[config.mk]
export PLATFORM = sky130hd
export DESIGN_NAME = address_gen_loop_nd
export DESIGN_NICKNAME = d
export VERILOG_FILES = /design/src/rtl/address_gen_loop_nd.sv
export SDC_FILE = /design/constraint.sdc
export NUM_CORES = 1
export LEC_CHECK = 0
export BUFFER_PORTS_ARGS = -buffer_cell sky130_fd_sc_hd__buf_2
export CAP_MARGIN = 20
export CORE_UTILIZATION = 65
export CTS_CLUSTER_SIZE = 24
export DETAILED_ROUTE_END_ITERATION = 16
export PLACE_DENSITY = 0.95
export SETUP_SLACK_MARGIN = 0.02
export SYNTH_ARGS = -nofsm -noshare
export SYNTH_HDL_FRONTEND = slang
export SYNTH_SLANG_ARGS = --single-unit
[constraint.sdc]
create_clock -name clk -period 13.2 [get_ports clk]
set_input_delay 1.98 -clock clk [delete_from_list [all_inputs] [get_ports clk]]
set_output_delay 1.98 -clock clk [all_outputs]
set_load 0.005 [all_outputs]
[src/rtl/address_gen_loop_nd.sv]
// address_gen_loop_nd: three-level nested-loop address generator (iter_out / iter_in / uop).
// For every uop it fetches one micro-op offset, then issues ARRAY_N row reads on a
// valid/ready port. Row order is forward or reversed. Loop offsets are built by
// accumulation, so no multipliers are needed.
module address_gen_loop_nd #(
  parameter int ARRAY_N              = 16,
  parameter int UOP_DATA_WIDTH       = 8,
  parameter int MEM_ADDR_WIDTH_W     = 48,
  parameter int UOP_MEM_ADDR_WIDTH_W = 16,
  parameter int INSN_UOP_W           = 16,
  parameter int INSN_ITER_W          = 16,
  parameter int INSN_FAC_W           = 16
) (
  input  logic                            clk,
  input  logic                            reset_n,
  input  logic                            start,
  input  logic                            row_reverse,
  input  logic [INSN_UOP_W-1:0]           uop_bgn,
  input  logic [INSN_UOP_W-1:0]           uop_end,
  input  logic [INSN_UOP_W-1:0]           uop_step,
  input  logic [INSN_ITER_W-1:0]          iter_in,
  input  logic [INSN_ITER_W-1:0]          iter_out,
  input  logic [INSN_FAC_W-1:0]           factor_in,
  input  logic [INSN_FAC_W-1:0]           factor_out,
  output logic                            busy,
  output logic                            insn_done,
  output logic                            tile_done,
  output logic                            uop_read_req,
  output logic [UOP_MEM_ADDR_WIDTH_W-1:0] uop_read_addr,
  input  logic [UOP_DATA_WIDTH-1:0]       uop_read_data,
  output logic                            mem_read_req,
  output logic [MEM_ADDR_WIDTH_W-1:0]     mem_read_addr,
  input  logic                            mem_read_ready
);

  localparam int ROW_W = (ARRAY_N > 1) ? $clog2(ARRAY_N) : 1;
  localparam logic [ROW_W-1:0] ROW_LAST = ROW_W'(ARRAY_N - 1);
  localparam logic [MEM_ADDR_WIDTH_W-1:0] ROW_LAST_EXT = MEM_ADDR_WIDTH_W'(ARRAY_N - 1);

  typedef enum logic [2:0] {
    ST_IDLE,
    ST_CHECK,
    ST_UREQ,
    ST_UWAIT,
    ST_ROWS,
    ST_DONE
  } state_t;

  state_t                      state_q, state_d;
  logic                        cfg_rev_q, cfg_rev_d;
  logic [INSN_UOP_W-1:0]       cfg_bgn_q, cfg_bgn_d;
  logic [INSN_UOP_W-1:0]       cfg_end_q, cfg_end_d;
  logic [INSN_UOP_W-1:0]       cfg_step_q, cfg_step_d;
  logic [INSN_ITER_W-1:0]      cfg_iin_q, cfg_iin_d;
  logic [INSN_ITER_W-1:0]      cfg_iout_q, cfg_iout_d;
  logic [INSN_FAC_W-1:0]       cfg_fin_q, cfg_fin_d;
  logic [INSN_FAC_W-1:0]       cfg_fout_q, cfg_fout_d;
  logic [INSN_UOP_W-1:0]       u_q, u_d;
  logic [INSN_ITER_W-1:0]      ii_q, ii_d;
  logic [INSN_ITER_W-1:0]      io_q, io_d;
  logic [ROW_W-1:0]            row_q, row_d;
  logic [UOP_DATA_WIDTH-1:0]   uop_q, uop_d;
  logic [MEM_ADDR_WIDTH_W-1:0] acc_in_q, acc_in_d;
  logic [MEM_ADDR_WIDTH_W-1:0] acc_out_q, acc_out_d;

  logic [INSN_UOP_W:0]         u_sum;
  logic [INSN_ITER_W:0]        ii_sum;
  logic [INSN_ITER_W:0]        io_sum;
  logic [MEM_ADDR_WIDTH_W-1:0] row_off;
  logic [MEM_ADDR_WIDTH_W-1:0] acc_out_next;
  logic                        beat;
  logic                        last_beat;

  // Uop index sum is one bit wider so a step that overflows still ends the uop loop.
  assign u_sum        = {1'b0, u_q} + {1'b0, cfg_step_q};
  assign ii_sum       = {1'b0, ii_q} + (INSN_ITER_W + 1)'(1);
  assign io_sum       = {1'b0, io_q} + (INSN_ITER_W + 1)'(1);
  assign acc_out_next = acc_out_q + MEM_ADDR_WIDTH_W'(cfg_fout_q);
  assign row_off      = cfg_rev_q ? (ROW_LAST_EXT - MEM_ADDR_WIDTH_W'(row_q))
                                  : MEM_ADDR_WIDTH_W'(row_q);
  assign beat         = (state_q == ST_ROWS) && mem_read_ready;
  assign last_beat    = beat && (row_q == ROW_LAST);

  assign busy          = (state_q != ST_IDLE);
  assign insn_done     = (state_q == ST_DONE);
  assign uop_read_req  = (state_q == ST_UREQ);
  assign uop_read_addr = UOP_MEM_ADDR_WIDTH_W'(u_q);
  assign mem_read_req  = (state_q == ST_ROWS);
  assign tile_done     = last_beat;
  assign mem_read_addr = (state_q == ST_ROWS)
                         ? (acc_in_q + MEM_ADDR_WIDTH_W'(uop_q) + row_off)
                         : '0;

  // Next-state, config capture, row counting and loop advance on each tile's last beat.
  always_comb begin
    state_d    = state_q;
    cfg_rev_d  = cfg_rev_q;
    cfg_bgn_d  = cfg_bgn_q;
    cfg_end_d  = cfg_end_q;
    cfg_step_d = cfg_step_q;
    cfg_iin_d  = cfg_iin_q;
    cfg_iout_d = cfg_iout_q;
    cfg_fin_d  = cfg_fin_q;
    cfg_fout_d = cfg_fout_q;
    u_d        = u_q;
    ii_d       = ii_q;
    io_d       = io_q;
    row_d      = row_q;
    uop_d      = uop_q;
    acc_in_d   = acc_in_q;
    acc_out_d  = acc_out_q;

    unique case (state_q)
      ST_IDLE: begin
        if (start) begin
          cfg_rev_d  = row_reverse;
          cfg_bgn_d  = uop_bgn;
          cfg_end_d  = uop_end;
          cfg_step_d = (uop_step == '0) ? INSN_UOP_W'(1) : uop_step;
          cfg_iin_d  = iter_in;
          cfg_iout_d = iter_out;
          cfg_fin_d  = factor_in;
          cfg_fout_d = factor_out;
          state_d    = ST_CHECK;
        end
      end
      ST_CHECK: begin
        u_d       = cfg_bgn_q;
        ii_d      = '0;
        io_d      = '0;
        row_d     = '0;
        acc_in_d  = '0;
        acc_out_d = '0;
        if ((cfg_iout_q == '0) || (cfg_iin_q == '0) || (cfg_end_q <= cfg_bgn_q)) begin
          state_d = ST_DONE;
        end else begin
          state_d = ST_UREQ;
        end
      end
      ST_UREQ: begin
        state_d = ST_UWAIT;
      end
      ST_UWAIT: begin
        uop_d   = uop_read_data;
        row_d   = '0;
        state_d = ST_ROWS;
      end
      ST_ROWS: begin
        if (last_beat) begin
          row_d   = '0;
          state_d = ST_UREQ;
          if (u_sum >= {1'b0, cfg_end_q}) begin
            u_d = cfg_bgn_q;
            if (ii_sum == {1'b0, cfg_iin_q}) begin
              ii_d = '0;
              if (io_sum == {1'b0, cfg_iout_q}) begin
                state_d = ST_DONE;
              end else begin
                io_d      = io_sum[INSN_ITER_W-1:0];
                acc_out_d = acc_out_next;
                acc_in_d  = acc_out_next;
              end
            end else begin
              ii_d     = ii_sum[INSN_ITER_W-1:0];
              acc_in_d = acc_in_q + MEM_ADDR_WIDTH_W'(cfg_fin_q);
            end
          end else begin
            u_d = u_sum[INSN_UOP_W-1:0];
          end
        end else if (beat) begin
          row_d = row_q + ROW_W'(1);
        end
      end
      ST_DONE: begin
        state_d = ST_IDLE;
      end
      default: begin
        state_d = ST_IDLE;
      end
    endcase
  end

  // State, config and loop registers; async reset returns everything to zero / IDLE.
  always_ff @(posedge clk or negedge reset_n) begin
    if (!reset_n) begin
      state_q    <= ST_IDLE;
      cfg_rev_q  <= 1'b0;
      cfg_bgn_q  <= '0;
      cfg_end_q  <= '0;
      cfg_step_q <= '0;
      cfg_iin_q  <= '0;
      cfg_iout_q <= '0;
      cfg_fin_q  <= '0;
      cfg_fout_q <= '0;
      u_q        <= '0;
      ii_q       <= '0;
      io_q       <= '0;
      row_q      <= '0;
      uop_q      <= '0;
      acc_in_q   <= '0;
      acc_out_q  <= '0;
    end else begin
      state_q    <= state_d;
      cfg_rev_q  <= cfg_rev_d;
      cfg_bgn_q  <= cfg_bgn_d;
      cfg_end_q  <= cfg_end_d;
      cfg_step_q <= cfg_step_d;
      cfg_iin_q  <= cfg_iin_d;
      cfg_iout_q <= cfg_iout_d;
      cfg_fin_q  <= cfg_fin_d;
      cfg_fout_q <= cfg_fout_d;
      u_q        <= u_d;
      ii_q       <= ii_d;
      io_q       <= io_d;
      row_q      <= row_d;
      uop_q      <= uop_d;
      acc_in_q   <= acc_in_d;
      acc_out_q  <= acc_out_d;
    end
  end

endmodule

==> results.ini <==
[status]
status = complete, no violations

[power_and_ir_drop]
seq_power_share_pct = 27.9
power_density_nw_per_um2 = 239
power_uw = 4910
peakVddDrop_mv = 0.232
swShare_pct = 44.8
p_int_uw = 2710
p_switching_uw = 2200
comb_power_share_pct = 54.3
leakage_uw = 0.00910
clkPwrFrac_pct = 17.8

[sta]
max_slew_margin_pct = 24.2
fmax_mhz = 151
hold_slack_ps = 490
fin_crit_ps = 6610
finalSetupViolCount = 0
hold_violations = 0
tightest_slew_ps = 1140
finalCritPeriodShare_pct = 50.1
fin_skew_ps = 10.6
slew_violations = 0
setup_tns_ps = 0
worst_slack_ps = 6590
rsz0062_at_grt = false

[clock_network]
clk_latency_ps = 560
cts-root-buf = clkbuf_16
path_clk_slew_ps = 60
cts_buffers = 29
htree_levels = 1
ctsResizeCount = 0
cts_tree = yes
cts_setup_buffers = 0
clock-sinks = 272
clk_path_buf_depth = 3
cts_hold_buf = 0

[yosys]
ys_ff_latch = 272
seq_area_frac_synth_pct = 37.0
yosysWarnings = 0
ys_async_sr_fraction_pct = 100
netlist.area_leader.share_pct = 37.0
synth_edf_count = 0
synth_area_leaders = dfrtp_1, ha_1, o21ai_0, mux2_2, xnor2_1
synth_most_common_cell = dfrtp_1
synth_area_per_cell_sq_um = 8.77
syn_area_sq_um = 18400
synth_nets = 2324
synthFlopType = dfrtp_1
synth_common_cells = dfrtp_1, o21ai_0, nand2_1, nor2_1, a21oi_1
synth_top_area_cell = dfrtp_1
synth.distinct_cells = 76
synth_cells = 2096

[critical_path]
max_stage_delay_ps = 950
cp.arrival_ps = 4630
worstReg2RegStart = uop_read_addr[0]
ff2ff_path_depth = 20
crit_type = reg2out
cp.depth = 14
critPathLaunch = row_q[2]
worstPathRequired_ps = 11220
r2r-end = acc_out_q[26]
cp_cell_sequence = xnor2_1 > fa_1 > inv_1 > ha_1 > a21o_1 > a21oi_1 > o21bai_1 > a21oi_1 > o21bai_1 > a41oi_2 > nor3_1 > xnor2_1 > nor2_1 > buf_2
cp-end-kind = output port
path_max_fanout = 23
rrSetupSlack_ps = 7400
slowest_stage = a41oi_2
start_kind = flip-flop
cp-endpoint = mem_read_addr[22]
path_delay_family = compound AO/OA/AOI/OAI gates
path_buf_inv = 2

[cells_and_area]
fillCellCount = 1946
drive_gt1_share_pct = 17.0
design_area_sq_um = 20500
num-nets-final = 2448
syn2layout_area_growth_pct = 11.4

[grt]
first_global_vias = 16840
grt_util_met2_pct = 59.8
use_met1_pct = 46.1
antenna_found_initial = 2
grt.overflow.total = 0
top_usage_layer = met2
track_usage_pct = 35.9
use_met3_pct = 5.16
grt_max_degree = 96
grt_pass1_wl_mm = 84.1

[floorplanning]
dieArea_sq_um = 29000
fp.dieH_microns = 170
initial_core_util_pct = 66.2
num_io_pins = 194
core_area_sq_um = 27800
die_w_microns = 170
rows = 61

[route]
num_vias = 17377
antenna_left = 0
drt_iter0_drc = 2015
wl_per_cell_microns = 20.0
via_per_inst = 6.63
drc = 0
dr.pass1.iters = 7
wl_mm = 52.5

[placement]
preCtsSetupSlack_ps = 7230
portBuffers = 193
dpl_cell_area_sq_um = 19500
hpwl_mm = 36.3
gp_congestion = 0.956

[worst_hold_path]
worstHoldPathType = reg2reg
min_path_cells = 2

[job]
drv_cap = 0

[worst register-to-register path: stages (launching register included)]
cell and delay, ps:
dfrtp_1 400, ha_1 230, fa_1 400, a21oi_1 270, o2111ai_1 270, a21oi_1 340
o21ai_0 180, a21o_1 200, a21oi_1 200, xnor2_1 120, ha_1 210, nor2_1 130
nand2_1 80, a221oi_1 240, a32o_1 270, and3_1 630, nor2_4 260, nand3_2 340
buf_4 550, o21ai_0 220, o31ai_1 140
[final cells by class]
class,count,area [sq um],area share [%]
inverter,79,297,1.45
tap,378,473,2.31
multi-input combinational,1626,10800,52.6
sequential,272,6810,33.2
timing repair buffer,212,1130,5.50
antenna,2,5.00,0.0244
clock inverter,13,199,0.971
clock buffer,39,803,3.92
[metal layers]
metal  up-vias  share of wire (%)
met2      1061                 48
met5         -                  0
met3       230                8.1
li1       7791                  -
met1      8295                 39
met4         0                5.0
[worst min-delay path by stage]
stage                   from             to  slack (ps)
5_1_grt        acc_out_q[47]  acc_out_q[47]         520
3_3_place_gp   acc_out_q[12]  acc_out_q[12]         470
3_5_place_dp    acc_out_q[3]   acc_out_q[3]         480
6_report        acc_out_q[8]   acc_out_q[8]         490
2_1_floorplan  acc_out_q[12]  acc_out_q[12]         450
4_1_cts         acc_out_q[8]   acc_out_q[8]         500
[registers in the layout (all words and copies together), names as in the netlist]
register,flops
acc_in_q,48
acc_out_q,48
cfg_bgn_q,16
cfg_end_q,16
cfg_fin_q,16
cfg_fout_q,16
cfg_iin_q,16
cfg_iout_q,16
cfg_rev_q,1
cfg_step_q,16
ii_q,16
io_q,16
row_q,4
state_q,3
uop_q,8
uop_read_addr,16
[cell families after synthesis]
| family | Yosys count | share of synthesized area [%] |
|---|---|---|
| flip-flops | 272 | 37.0 |
| adder cells (fa/ha/maj) | 103 | 7.34 |
| AND/OR/NAND/NOR | 703 | 19.1 |
| XOR/XNOR | 153 | 7.29 |
| buffers and inverters | 198 | 4.57 |
| multiplexers | 112 | 6.71 |
| AO/OA/AOI/OAI | 555 | 18.0 |
[power groups by stage]
stage | logic (uW) | registers, uW | clock network [uW]
after floorplan | 1940 | 1270 | 0
after global placement | 2410 | 1350 | 0
after detailed placement | 2550 | 1360 | 0
after CTS | 2590 | 1360 | 874
after global routing | 2920 | 1390 | 911
final | 2670 | 1370 | 873
[per-stage QoR]
step           utilization [%]  std cells
2_1_floorplan                -       2096
3_3_place_gp              70.1       2566
3_5_place_dp              70.1       2566
4_1_cts                   73.7       2618
5_1_grt                   73.8       2621
6_report                  73.8       2621
[cells in the final DEF (no fill, tap or decap), types with 29 or more instances in the layout]
cell type / n
xnor2_1: 85
nor2_1: 164
buf_2: 192
o21ai_0: 226
ha_1: 95
nand4_1: 36
xor2_1: 68
dfrtp_1: 272
mux2_2: 90
nor4_1: 44
a21oi_1: 128
nand3_1: 52
clkbuf_16: 29
nand2_1: 195
inv_1: 79
and3_1: 48
o31ai_1: 51
nor3_1: 57
Power figures use the tool's default switching activity.
